File: config.mk
export PLATFORM = sky130hd
export DESIGN_NAME = ctrl_pipe
export DESIGN_NICKNAME = d
export VERILOG_FILES = /design/src/rtl/ctrl_pipe.sv
export SDC_FILE = /design/constraint.sdc
export NUM_CORES = 1
export LEC_CHECK = 0
export CAP_MARGIN = 10
export CELL_PAD_IN_SITES_DETAIL_PLACEMENT = 1
export CELL_PAD_IN_SITES_GLOBAL_PLACEMENT = 1
export CORE_MARGIN = 3
export CORE_UTILIZATION = 48
export CTS_BUF_LIST = sky130_fd_sc_hd__clkbuf_8
export CTS_CLUSTER_DIAMETER = 200
export DETAILED_ROUTE_END_ITERATION = 12
export DONT_BUFFER_PORTS = 1
export HOLD_SLACK_MARGIN = 0.02
export PLACE_DENSITY_LB_ADDON = 0.1
export SYNTH_ARGS = -nofsm -noshare
export SYNTH_HDL_FRONTEND = slang
export SYNTH_SLANG_ARGS = --single-unit
File: constraint.sdc
create_clock -name clk -period 2.1 [get_ports clk]
set_clock_uncertainty 0.05 [all_clocks]
set_input_delay 0.105 -clock clk [delete_from_list [all_inputs] [get_ports clk]]
set_output_delay 0.105 -clock clk [all_outputs]
set_load 0.01 [all_outputs]
File: src/rtl/ctrl_pipe.sv
// Purpose : 5-stage RISC-V control path: ID decode, hazard/stall control, ID/EX, EX/MEM and MEM/WB control registers.
// Latency : ID decode and pc_src/IF_flush/pc_write are combinational; control registers advance one stage per clk.
// Backpres: stall_i freezes every register; a multi-cycle MUL or a load-use hazard holds the front end.
//
// Ports:
//   clk, rst_n        - clock, asynchronous active-low reset
//   IF_ID_inst        - instruction currently in ID
//   br_eq, stall_i    - ID register compare result, external memory-busy freeze
//   alu_op..imm_sel   - combinational ID-stage decode
//   ex_*, mem_*, wb_* - ID/EX, EX/MEM, MEM/WB control registers
//   pc_write, if_id_write, pc_src, IF_flush, busy - front-end pipeline control
module ctrl_pipe #(
  parameter int EN_MUL  = 1,
  parameter int MUL_LAT = 3,
  parameter int REG_AW  = 5
) (
  input  logic              clk,
  input  logic              rst_n,
  input  logic [31:0]       IF_ID_inst,
  input  logic              br_eq,
  input  logic              stall_i,
  // ID-stage decode
  output logic [1:0]        alu_op,
  output logic              alu_src,
  output logic              branch,
  output logic              mem_read,
  output logic              mem_write,
  output logic              reg_write,
  output logic              mem_to_reg,
  output logic [2:0]        imm_sel,
  // ID/EX
  output logic [1:0]        ex_alu_op,
  output logic              ex_alu_src,
  output logic              ex_mem_read,
  output logic              ex_mem_write,
  output logic              ex_reg_write,
  output logic              ex_mem_to_reg,
  output logic              ex_mul,
  output logic [REG_AW-1:0] ex_rd,
  // EX/MEM
  output logic              mem_mem_read,
  output logic              mem_mem_write,
  output logic              mem_reg_write,
  output logic              mem_mem_to_reg,
  output logic [REG_AW-1:0] mem_rd,
  // MEM/WB
  output logic              wb_reg_write,
  output logic              wb_mem_to_reg,
  output logic [REG_AW-1:0] wb_rd,
  // pipeline control
  output logic              pc_write,
  output logic              if_id_write,
  output logic              pc_src,
  output logic              IF_flush,
  output logic              busy
);

  localparam logic [6:0] OP_R      = 7'b0110011;
  localparam logic [6:0] OP_I_ALU  = 7'b0010011;
  localparam logic [6:0] OP_LOAD   = 7'b0000011;
  localparam logic [6:0] OP_STORE  = 7'b0100011;
  localparam logic [6:0] OP_BRANCH = 7'b1100011;
  localparam logic [6:0] OP_LUI    = 7'b0110111;

  localparam logic [0:0] ST_RUN      = 1'b0;
  localparam logic [0:0] ST_MUL_WAIT = 1'b1;

  // MUL decode is enabled; the stall FSM is only needed when a MUL takes more than one EX cycle.
  localparam logic       MUL_EN   = (EN_MUL != 0);
  localparam logic       MUL_ON   = (EN_MUL != 0) && (MUL_LAT > 1);
  localparam int         LAT_M2_I = (MUL_LAT > 1) ? (MUL_LAT - 2) : 0;
  localparam logic [3:0] LAT_M2   = 4'(LAT_M2_I);

  typedef struct packed {
    logic [1:0]        alu_op;
    logic              alu_src;
    logic              mem_read;
    logic              mem_write;
    logic              reg_write;
    logic              mem_to_reg;
    logic              mul;
    logic [REG_AW-1:0] rd;
  } idex_t;

  typedef struct packed {
    logic              mem_read;
    logic              mem_write;
    logic              reg_write;
    logic              mem_to_reg;
    logic [REG_AW-1:0] rd;
  } exmem_t;

  typedef struct packed {
    logic              reg_write;
    logic              mem_to_reg;
    logic [REG_AW-1:0] rd;
  } memwb_t;

  // instruction fields
  logic [6:0]        w_opcode;
  logic [2:0]        w_funct3;
  logic [6:0]        w_funct7;
  logic [REG_AW-1:0] w_rs1;
  logic [REG_AW-1:0] w_rs2;
  logic [REG_AW-1:0] w_rd;
  logic              w_is_mul;

  // decode
  logic [1:0]        w_alu_op;
  logic              w_alu_src;
  logic              w_branch;
  logic              w_mem_read;
  logic              w_mem_write;
  logic              w_reg_write;
  logic              w_mem_to_reg;
  logic [2:0]        w_imm_sel;
  logic              w_id_mul;

  // hazard control
  logic              w_taken;
  logic              w_load_use;
  logic              w_mul_hold;
  logic              w_hold;
  logic              w_idex_load;

  // state
  idex_t             r_idex;
  exmem_t            r_exmem;
  memwb_t            r_memwb;
  logic [0:0]        r_state;
  logic [3:0]        r_cnt;
  logic              r_done;

  assign w_opcode = IF_ID_inst[6:0];
  assign w_funct3 = IF_ID_inst[14:12];
  assign w_funct7 = IF_ID_inst[31:25];
  assign w_rs1    = REG_AW'(IF_ID_inst[19:15]);
  assign w_rs2    = REG_AW'(IF_ID_inst[24:20]);
  assign w_rd     = REG_AW'(IF_ID_inst[11:7]);
  assign w_is_mul = (w_funct7 == 7'b0000001) && (w_funct3 == 3'b000);

  // ---------------------------------------------------------------- decode
  always_comb begin
    w_alu_op     = 2'b00;
    w_alu_src    = 1'b0;
    w_branch     = 1'b0;
    w_mem_read   = 1'b0;
    w_mem_write  = 1'b0;
    w_reg_write  = 1'b0;
    w_mem_to_reg = 1'b0;
    w_imm_sel    = 3'd0;
    w_id_mul     = 1'b0;
    case (w_opcode)
      OP_R: begin
        // A MUL with the M-extension disabled is treated as an illegal op (NOP).
        if (!(w_is_mul && !MUL_EN)) begin
          w_alu_op    = 2'b10;
          w_reg_write = 1'b1;
          w_id_mul    = w_is_mul & MUL_EN;
        end
      end
      OP_I_ALU: begin
        w_alu_op    = 2'b11;
        w_alu_src   = 1'b1;
        w_reg_write = 1'b1;
      end
      OP_LOAD: begin
        w_alu_src    = 1'b1;
        w_mem_read   = 1'b1;
        w_reg_write  = 1'b1;
        w_mem_to_reg = 1'b1;
      end
      OP_STORE: begin
        w_alu_src   = 1'b1;
        w_mem_write = 1'b1;
        w_imm_sel   = 3'd1;
      end
      OP_BRANCH: begin
        w_alu_op  = 2'b01;
        w_branch  = 1'b1;
        w_imm_sel = 3'd2;
      end
      OP_LUI: begin
        w_alu_op    = 2'b11;
        w_alu_src   = 1'b1;
        w_reg_write = 1'b1;
        w_imm_sel   = 3'd3;
      end
      default: ;
    endcase
  end

  assign alu_op     = w_alu_op;
  assign alu_src    = w_alu_src;
  assign branch     = w_branch;
  assign mem_read   = w_mem_read;
  assign mem_write  = w_mem_write;
  assign reg_write  = w_reg_write;
  assign mem_to_reg = w_mem_to_reg;
  assign imm_sel    = w_imm_sel;

  // --------------------------------------------------------- hazard control
  assign w_taken = w_branch &
                   (((w_funct3 == 3'b000) &  br_eq) |
                    ((w_funct3 == 3'b001) & ~br_eq));

  assign w_load_use = r_idex.mem_read & (r_idex.rd != '0) &
                      ((r_idex.rd == w_rs1) | (r_idex.rd == w_rs2));

  // In RUN the hold starts on the first EX cycle of a fresh MUL; r_done masks the
  // final cycle of a MUL that has already waited. In MUL_WAIT a zero count only
  // occurs for MUL_LAT=2 and means the MUL leaves EX this cycle.
  always_comb begin
    w_mul_hold = 1'b0;
    case (r_state)
      ST_RUN:      w_mul_hold = MUL_ON & r_idex.mul & ~r_done;
      ST_MUL_WAIT: w_mul_hold = (r_cnt != 4'd0);
      default:     w_mul_hold = 1'b0;
    endcase
  end

  assign w_hold      = stall_i | w_mul_hold | w_load_use;
  assign w_idex_load = ~stall_i & ~w_mul_hold;

  assign pc_write    = ~w_hold;
  assign if_id_write = ~w_hold;
  assign pc_src      = w_taken & ~w_hold;
  assign IF_flush    = w_taken & ~w_hold;
  assign busy        = (r_state == ST_MUL_WAIT) | w_mul_hold;

  // ------------------------------------------------------------- MUL FSM
  always_ff @(posedge clk or negedge rst_n) begin
    if (!rst_n) begin
      r_state <= ST_RUN;
      r_cnt   <= 4'd0;
      r_done  <= 1'b0;
    end else if (!stall_i) begin
      case (r_state)
        ST_RUN: begin
          if (w_mul_hold) begin
            r_cnt   <= LAT_M2;
            r_state <= ST_MUL_WAIT;
          end
        end
        ST_MUL_WAIT: begin
          if (r_cnt <= 4'd1) begin
            r_cnt   <= 4'd0;
            r_state <= ST_RUN;
          end else begin
            r_cnt <= r_cnt - 4'd1;
          end
        end
        default: r_state <= ST_RUN;
      endcase
      // The MUL still sits in EX for one RUN cycle after the wait; remember that
      // it has been served until ID/EX takes a new entry.
      if (w_idex_load) begin
        r_done <= 1'b0;
      end else if ((r_state == ST_MUL_WAIT) && (r_cnt == 4'd1)) begin
        r_done <= 1'b1;
      end
    end
  end

  // ----------------------------------------------------- pipeline registers
  always_ff @(posedge clk or negedge rst_n) begin
    if (!rst_n) begin
      r_idex  <= '0;
      r_exmem <= '0;
      r_memwb <= '0;
    end else if (!stall_i) begin
      r_memwb.reg_write  <= r_exmem.reg_write;
      r_memwb.mem_to_reg <= r_exmem.mem_to_reg;
      r_memwb.rd         <= r_exmem.rd;

      if (w_mul_hold) begin
        // MUL keeps EX; a bubble drains into MEM behind it.
        r_exmem <= '0;
      end else begin
        r_exmem.mem_read   <= r_idex.mem_read;
        r_exmem.mem_write  <= r_idex.mem_write;
        r_exmem.reg_write  <= r_idex.reg_write;
        r_exmem.mem_to_reg <= r_idex.mem_to_reg;
        r_exmem.rd         <= r_idex.rd;
      end

      if (w_mul_hold) begin
        r_idex <= r_idex;
      end else if (w_load_use) begin
        r_idex <= '0;
      end else begin
        r_idex.alu_op     <= w_alu_op;
        r_idex.alu_src    <= w_alu_src;
        r_idex.mem_read   <= w_mem_read;
        r_idex.mem_write  <= w_mem_write;
        r_idex.reg_write  <= w_reg_write;
        r_idex.mem_to_reg <= w_mem_to_reg;
        r_idex.mul        <= w_id_mul;
        r_idex.rd         <= w_rd;
      end
    end
  end

  assign ex_alu_op      = r_idex.alu_op;
  assign ex_alu_src     = r_idex.alu_src;
  assign ex_mem_read    = r_idex.mem_read;
  assign ex_mem_write   = r_idex.mem_write;
  assign ex_reg_write   = r_idex.reg_write;
  assign ex_mem_to_reg  = r_idex.mem_to_reg;
  assign ex_mul         = r_idex.mul;
  assign ex_rd          = r_idex.rd;

  assign mem_mem_read   = r_exmem.mem_read;
  assign mem_mem_write  = r_exmem.mem_write;
  assign mem_reg_write  = r_exmem.reg_write;
  assign mem_mem_to_reg = r_exmem.mem_to_reg;
  assign mem_rd         = r_exmem.rd;

  assign wb_reg_write   = r_memwb.reg_write;
  assign wb_mem_to_reg  = r_memwb.mem_to_reg;
  assign wb_rd          = r_memwb.rd;

endmodule

==> results of run 1 <==
==> worst max-delay path, delay by kind of cell, from the launching register on <==
kind,cells,cell delay [ns]
flops,1,0.41
buf+inv,1,0.14
simple gates,2,0.86
compound gates,2,0.22
==> routing by layer <==
metal	vias to the layer above	track usage	routed length (um)
met2	47	0.3374	2312
met5	-	0	0
met4	0	0.04557	40
met3	6	0.06988	306
met1	686	0.2635	1956
li1	654	-	-
==> stage by stage <==
step	hold WS [ns]	TNS [ns]	setup slack [ns]	power, mW
after floorplan	-0.2406	0	0.2300	0.9873
after global placement	-0.2397	0	0.2738	1.032
after detailed placement	-0.2394	0	0.2403	1.050
after CTS	0.02245	0	0.01903	1.787
after global routing	0.03104	-0.1376	-0.03964	1.881
final	0.02235	0	0.03660	1.786
==> Yosys cell counts, drive strengths merged, types with 2 or more instances <==
cell and number:
a21oi 4, inv 6, buf 12, xor2 7, nand2b 4, o21ai 16
ha 2, nand3 4, or4 2, mux2 7, nor3 7, dfrtp 33
clkbuf 2, or3 2, and3 3, a31oi 2, a22o 8, nor2 7
xnor2 7, nand2 26, o41ai 2, o31ai 2, nor2b 3
==> cells by family (layout without fill, tap and decap cells) <==
group,after synthesis,count (layout),synth area share
compound gates,37,37,0.1611
xor+xnor,14,14,0.06834
fa+ha+maj,2,2,0.01394
buf+inv,20,39,0.06136
flops,33,33,0.4602
mux,8,8,0.04951
other cells,1,1,0.002090
simple gates,64,64,0.1834
==> power by group <==
group | switching, mW | internal (mW) | total, mW
clock | 0.234 | 0.471 | 0.705
combinational | 0.165 | 0.136 | 0.301
sequential | 0.0786 | 0.701 | 0.780
total | 0.477 | 1.31 | 1.79
==> worst max path at each step <==
stage / slack, ns / to / cells past startpoint / start
finish: 0.04 / pc_src / 5 / ex_rd[3]
global route: -0.04 / pc_src / 5 / ex_rd[4]
floorplan: 0.23 / pc_write / 6 / ex_rd[4]
CTS: 0.02 / pc_write / 8 / ex_rd[3]
detailed placement: 0.24 / pc_src / 5 / ex_rd[2]
global placement: 0.27 / pc_src / 5 / ex_rd[2]
==> final cells by class <==
| cell class | instances | area share |
|---|---|---|
| Sequential cell | 33 | 0.3862 |
| Timing Repair Buffer | 25 | 0.1079 |
| Inverter | 6 | 0.01050 |
| Multi-Input combinational cell | 126 | 0.4061 |
| Clock inverter | 3 | 0.03034 |
| Clock buffer | 5 | 0.03209 |
| Tap cell | 46 | 0.02684 |
==> repair_timing <==
item                       CTS  global route
cloned                       0             0
resized for setup            2             4
pin swaps                    1             4
hold endpoints to repair    57             0
buffers inserted             0             5
hold buffers                12             0
setup endpoints to repair    4             4
==> out/metrics.csv, run 1 <==
metric;value;unit
Power Density;832.9;nW/um^2
synth top area cells;dfrtp_1, nand2_1, mux2_2, o21ai_2, a22o_1;
sequential area share after synthesis;0.4603;
Critical Path End Type;output port;
post-DR vias/cell;5.709;
Initial Util;0.5173;
#FFs+latches synth;33;
status;finished, final reports clean;
Root Buffer;clkbuf_8;
pin count of the biggest net entering global routing;34;
worst slew pin tran;0.6950;ns
Post-Layout Cell Count;244;
final setup fails;0;
grt ovf;0;
flop-to-flop setup slack;0.13;ns
Post-synth top flop;dfrtp_1;
largest area contributor in the netlist;dfrtp_1;
HPWL after detailed placement;3171;um
Hold Crit Class;primary input to flip-flop;
port bufs;0;
layout cells sized above 1;0.2374;
Hold Startpoint;IF_ID_inst[6];
crit path time final;2.063;ns
antenna cells;0;
Via Count;1393;
most common cell after layout, fill and taps aside;dfrtp_1;
MaxCap Viol Count;0;
Final period util;0.9826;
hold depth;3;
chip width;67.14;um
Hold Path End;ex_alu_src;
antenna violations before repair;0;
Critical Path Start Type;flip-flop;
WP data required;1.95;ns
GRT Total Usage;0.2059;
Synth top area share;0.4603;
filler instances;373;
drc violations;0;
core footprint;3468;sq um
Die H;67.14;um
Clock Sinks;33;
Die ar.;4508;sq um
Post-synth ARST share;1.000;
vias in the first global route;1427;
DR iter-0 viols;40;
Detailed Route WL;4615;um
CTS Buf Count;5;
Max Fanout on Critical Path;7;
Slew Viols, Final;0;
Inst Count DP;219;
most frequent cells in the layout;dfrtp_1, nand2_1, buf_4;
R2R Path Start;ex_rd[3];
Area Overhead vs Synth;19.53;%
final core utilization;0.6183;
critical path cell sequence;or4_4, o21ai_4, a21oi_2, buf_6, nor3_4;
Worst EP arrival;1.91;ns
Max Fclk;0.4846;GHz
first-pass GRT wire length;6962;um
worst r2r path cells;7;
Synth Net Count;217;
synthesized instance count;179;
Pre-antenna DRT Iters;4;
Syn Area/Cell;10.02;sq um
RSZ-0062 raised after global routing;yes;
CTS tree;built;
routability cong.;0.7951;
sequential cell area;828.3;sq um
H-tree depth;2;
slowest CP cell;or4_4;
post-route ant nets;0;
Final Hold Viols;0;
Post-Syn Area;1794;sq um
Synth warnings;0;
VDD IR max;378.2;uV
WS Path Type;flip-flop to output port;
R2R Path End;ex_mul;
final net count;235;
clk buf depth;2;
post-synth cell types;43;
Clock transition at path regs;0.07;ns
Rel. slew slack;0.5351;
fin area;2145;sq um
Placed Area;1824;sq um
cell row count;21;
Routed WL per cell;18.91;um
clk_lat worst skew;0.28;ns
Multi-input gate area;870.8;sq um
Critical Path Max Stage Delay;0.54;ns
P_leak;0.9494;nW
# IOs;81;
Post-synth EDFFs;0;
Power figures use the tool's default switching activity.
==> run 2: changes to the inputs <==
Settings changed: ABC_AREA set to 1, CORE_UTILIZATION 48 to 46.
==> run 2 against run 1 <==
Hold slack improved by 0.019 ns. Clock power down 37%. Register-to-register slack better by 0.27 ns. Total power rose by 34%. Critical path depth up 1. Maximum frequency increased by 7.8%. Count of clock-buffer cells in the layout is the same. Synthesized cell count is 31% higher. Combinational power increased to 2.8 times the previous value. Sequential power up 40%. Flip-flop and latch count did not move. Die area grew 9.2%.
==> out/metrics.csv, run 2 <==
metric;value;unit
status;finished, final reports clean;
pin count of the biggest net entering global routing;34;
Die H;70.17;um
sequential cell area;825.8;sq um
adder-cell share of the synthesized area;0.01321;
Synth Net Count;273;
# IOs;81;
Critical Path Start Type;primary input;
clk_lat worst skew;0.28;ns
RSZ-0062 raised after global routing;no;
post-DR vias/cell;5.251;
layout cells sized above 1;0.1564;
Synth warnings;0;
first-pass GRT wire length;8031;um
largest family of logic cells by synthesized area;simple AND/OR/NAND/NOR gates;
post-synthesis mux area share;0;
most frequent cells in the layout;nand2_1, dfrtp_1, inv_1;
HPWL after detailed placement;3452;um
Final Hold Viols;0;
crit path time final;1.915;ns
post-synth cell types;32;
cell row count;22;
final setup fails;0;
synth top area cells;dfrtp_1, nand2_1, inv_1, nand3_2, nand3_1;
global-route met2 utilization;0.3431;
DR iter-0 viols;66;
Pre-antenna DRT Iters;4;
routability cong.;0.8265;
Worst EP arrival;1.76;ns
worst slew pin tran;0.6345;ns
vias in the first global route;1756;
Root Buffer;clkbuf_8;
final net count;280;
Via Count;1528;
clk buf depth;2;
Final period util;0.9118;
setup tns final;0;ns
simple-gate share of the synthesized area;0.3164;
H-tree depth;2;
drc violations;0;
Max Fclk;0.5222;GHz
Post-synth ARST share;1.000;
grt ovf;0;
Multi-input gate area;849.6;sq um
antenna violations before repair;0;
Post-synth top flop;dfrtp_1;
Area Overhead vs Synth;8.851;%
Clock transition at path regs;0.06;ns
dpl ws;0.4874;ns
Clock Sinks;33;
CTS Buf Count;5;
Routed WL per cell;15.75;um
Post-synth EDFFs;0;
most used routing layer;met2;
Hold Crit Class;primary input to flip-flop;
WP data required;1.95;ns
antenna cells;0;
Die ar.;4924;sq um
WS Path Type;primary input to output port;
worst setup slack after layout;0.1852;ns
core footprint;3826;sq um
Synth Area in Compound Gates;0.09709;
most numerous cell in the Yosys netlist;nand2_1;
sequential area share after synthesis;0.4359;
Power Density;1157;nW/um^2
port bufs;0;
GRT met3 Usage;0.06331;
chip width;70.17;um
top cells by count, synth;nand2_1, dfrtp_1, inv_1;
VDD IR max;479.3;uV
Slew Viols, Final;0;
most common cell after layout, fill and taps aside;nand2_1;
Rel. slew slack;0.5756;
Post-CTS Setup Inserts;0;
met1 usage;0.2378;
Syn Area/Cell;8.061;sq um
xor/xnor cell area share of the yosys netlist;0.01849;
MaxCap Viol Count;0;
largest area contributor in the netlist;dfrtp_1;
GRT Total Usage;0.2007;
Post-Syn Area;1894;sq um
Critical Path End Type;output port;
filler instances;478;
#FFs+latches synth;33;
CTS tree;built;
post-route ant nets;0;
Detailed Route WL;4582;um
Synth top area share;0.4359;
P_leak;1.084;nW
Max Fanout on Critical Path;17;
Initial Util;0.4951;
synthesized instance count;235;
==> run 2: changes by cell type after synthesis, moves of 8 or more <==
cell | previous run | this run
nand2_1 | 26 | 70
inv_1 | 6 | 28
nand3_2 | 0 | 10
nand3_1 | 4 | 13
nor2_1 | 7 | 16
o21ai_2 | 9 | 1
==> run 2: final timing paths <==
check                               start             to  slack (ns)  depth (start not counted)
max                               stall_i       IF_flush        0.19                          6
max in group asynchronous           rst_n  wb_mem_to_reg        1.58                          2
min                        IF_ID_inst[14]         ex_mul        0.04                          5
max reg2reg                      r_cnt[0]       r_cnt[2]        0.40                          5
min in group asynchronous           rst_n       ex_rd[4]        0.25                          2
min reg2reg                      r_cnt[0]       r_cnt[0]        0.48                          2
==> run 2: what timing repair did <==
| item | CTS | global route |
|---|---|---|
| resized for setup | 0 | 1 |
| setup endpoints to repair | 0 | 2 |
| endpoints found under the hold margin | 52 | 0 |
| hold buffers | 8 | 0 |
==> run 2: metrics by stage <==
stage / utilization / hold WS (ns) / cell area, sq um / power (mW) / instances
3_5_place_dp: 0.4931 / -0.2396 / 1887 / 1.911 / 275
4_1_cts: 0.5383 / 0.04093 / 2059 / 2.403 / 291
6_report: 0.5389 / 0.04146 / 2062 / 2.386 / 291
2_1_floorplan: - / -0.2406 / 1894 / 1.734 / 235
3_3_place_gp: 0.4931 / -0.2396 / 1887 / 1.843 / 275
5_1_grt: 0.5389 / 0.06944 / 2062 / 2.597 / 291
==> run 2: logic make-up after synthesis <==
family	after synthesis
AND/OR/NAND/NOR	123
flip-flops	33
buffers and inverters	45
XOR/XNOR	4
AO/OA/AOI/OAI	27
adder cells (fa/ha/maj)	2
other	1
==> run 2: power breakdown <==
part | total, mW | switching, mW | internal, mW
registers | 1.09 | 0.260 | 0.827
clock network | 0.445 | 0.221 | 0.224
logic | 0.854 | 0.551 | 0.303
total | 2.39 | 1.03 | 1.35
==> run 2: layout make-up <==
class,count,share of cell area
well taps,48,0.02913
inverters,35,0.06735
multi-input cells,157,0.4120
clock inverters,3,0.006675
clock buffers,5,0.03337
flip-flops and latches,33,0.4005
repair buffers,10,0.05097
==> run 2: worst max-delay path, cell delays in order <==
cell           delay (ns)
dlygate4sd3_1        0.78
inv_4                0.23
o21ai_2              0.13
nor2_8               0.18
nand2_1              0.11
nor2_2               0.22
==> run 2: per-layer routing <==
| layer | share of wire | vias up | routed length [um] |
|---|---|---|---|
| met4 | 0.010 | 0 | 46 |
| met5 | 0 | - | 0 |
| met2 | 0.50 | 59 | 2284 |
| li1 | - | 747 | - |
| met3 | 0.071 | 4 | 325 |
| met1 | 0.42 | 718 | 1926 |
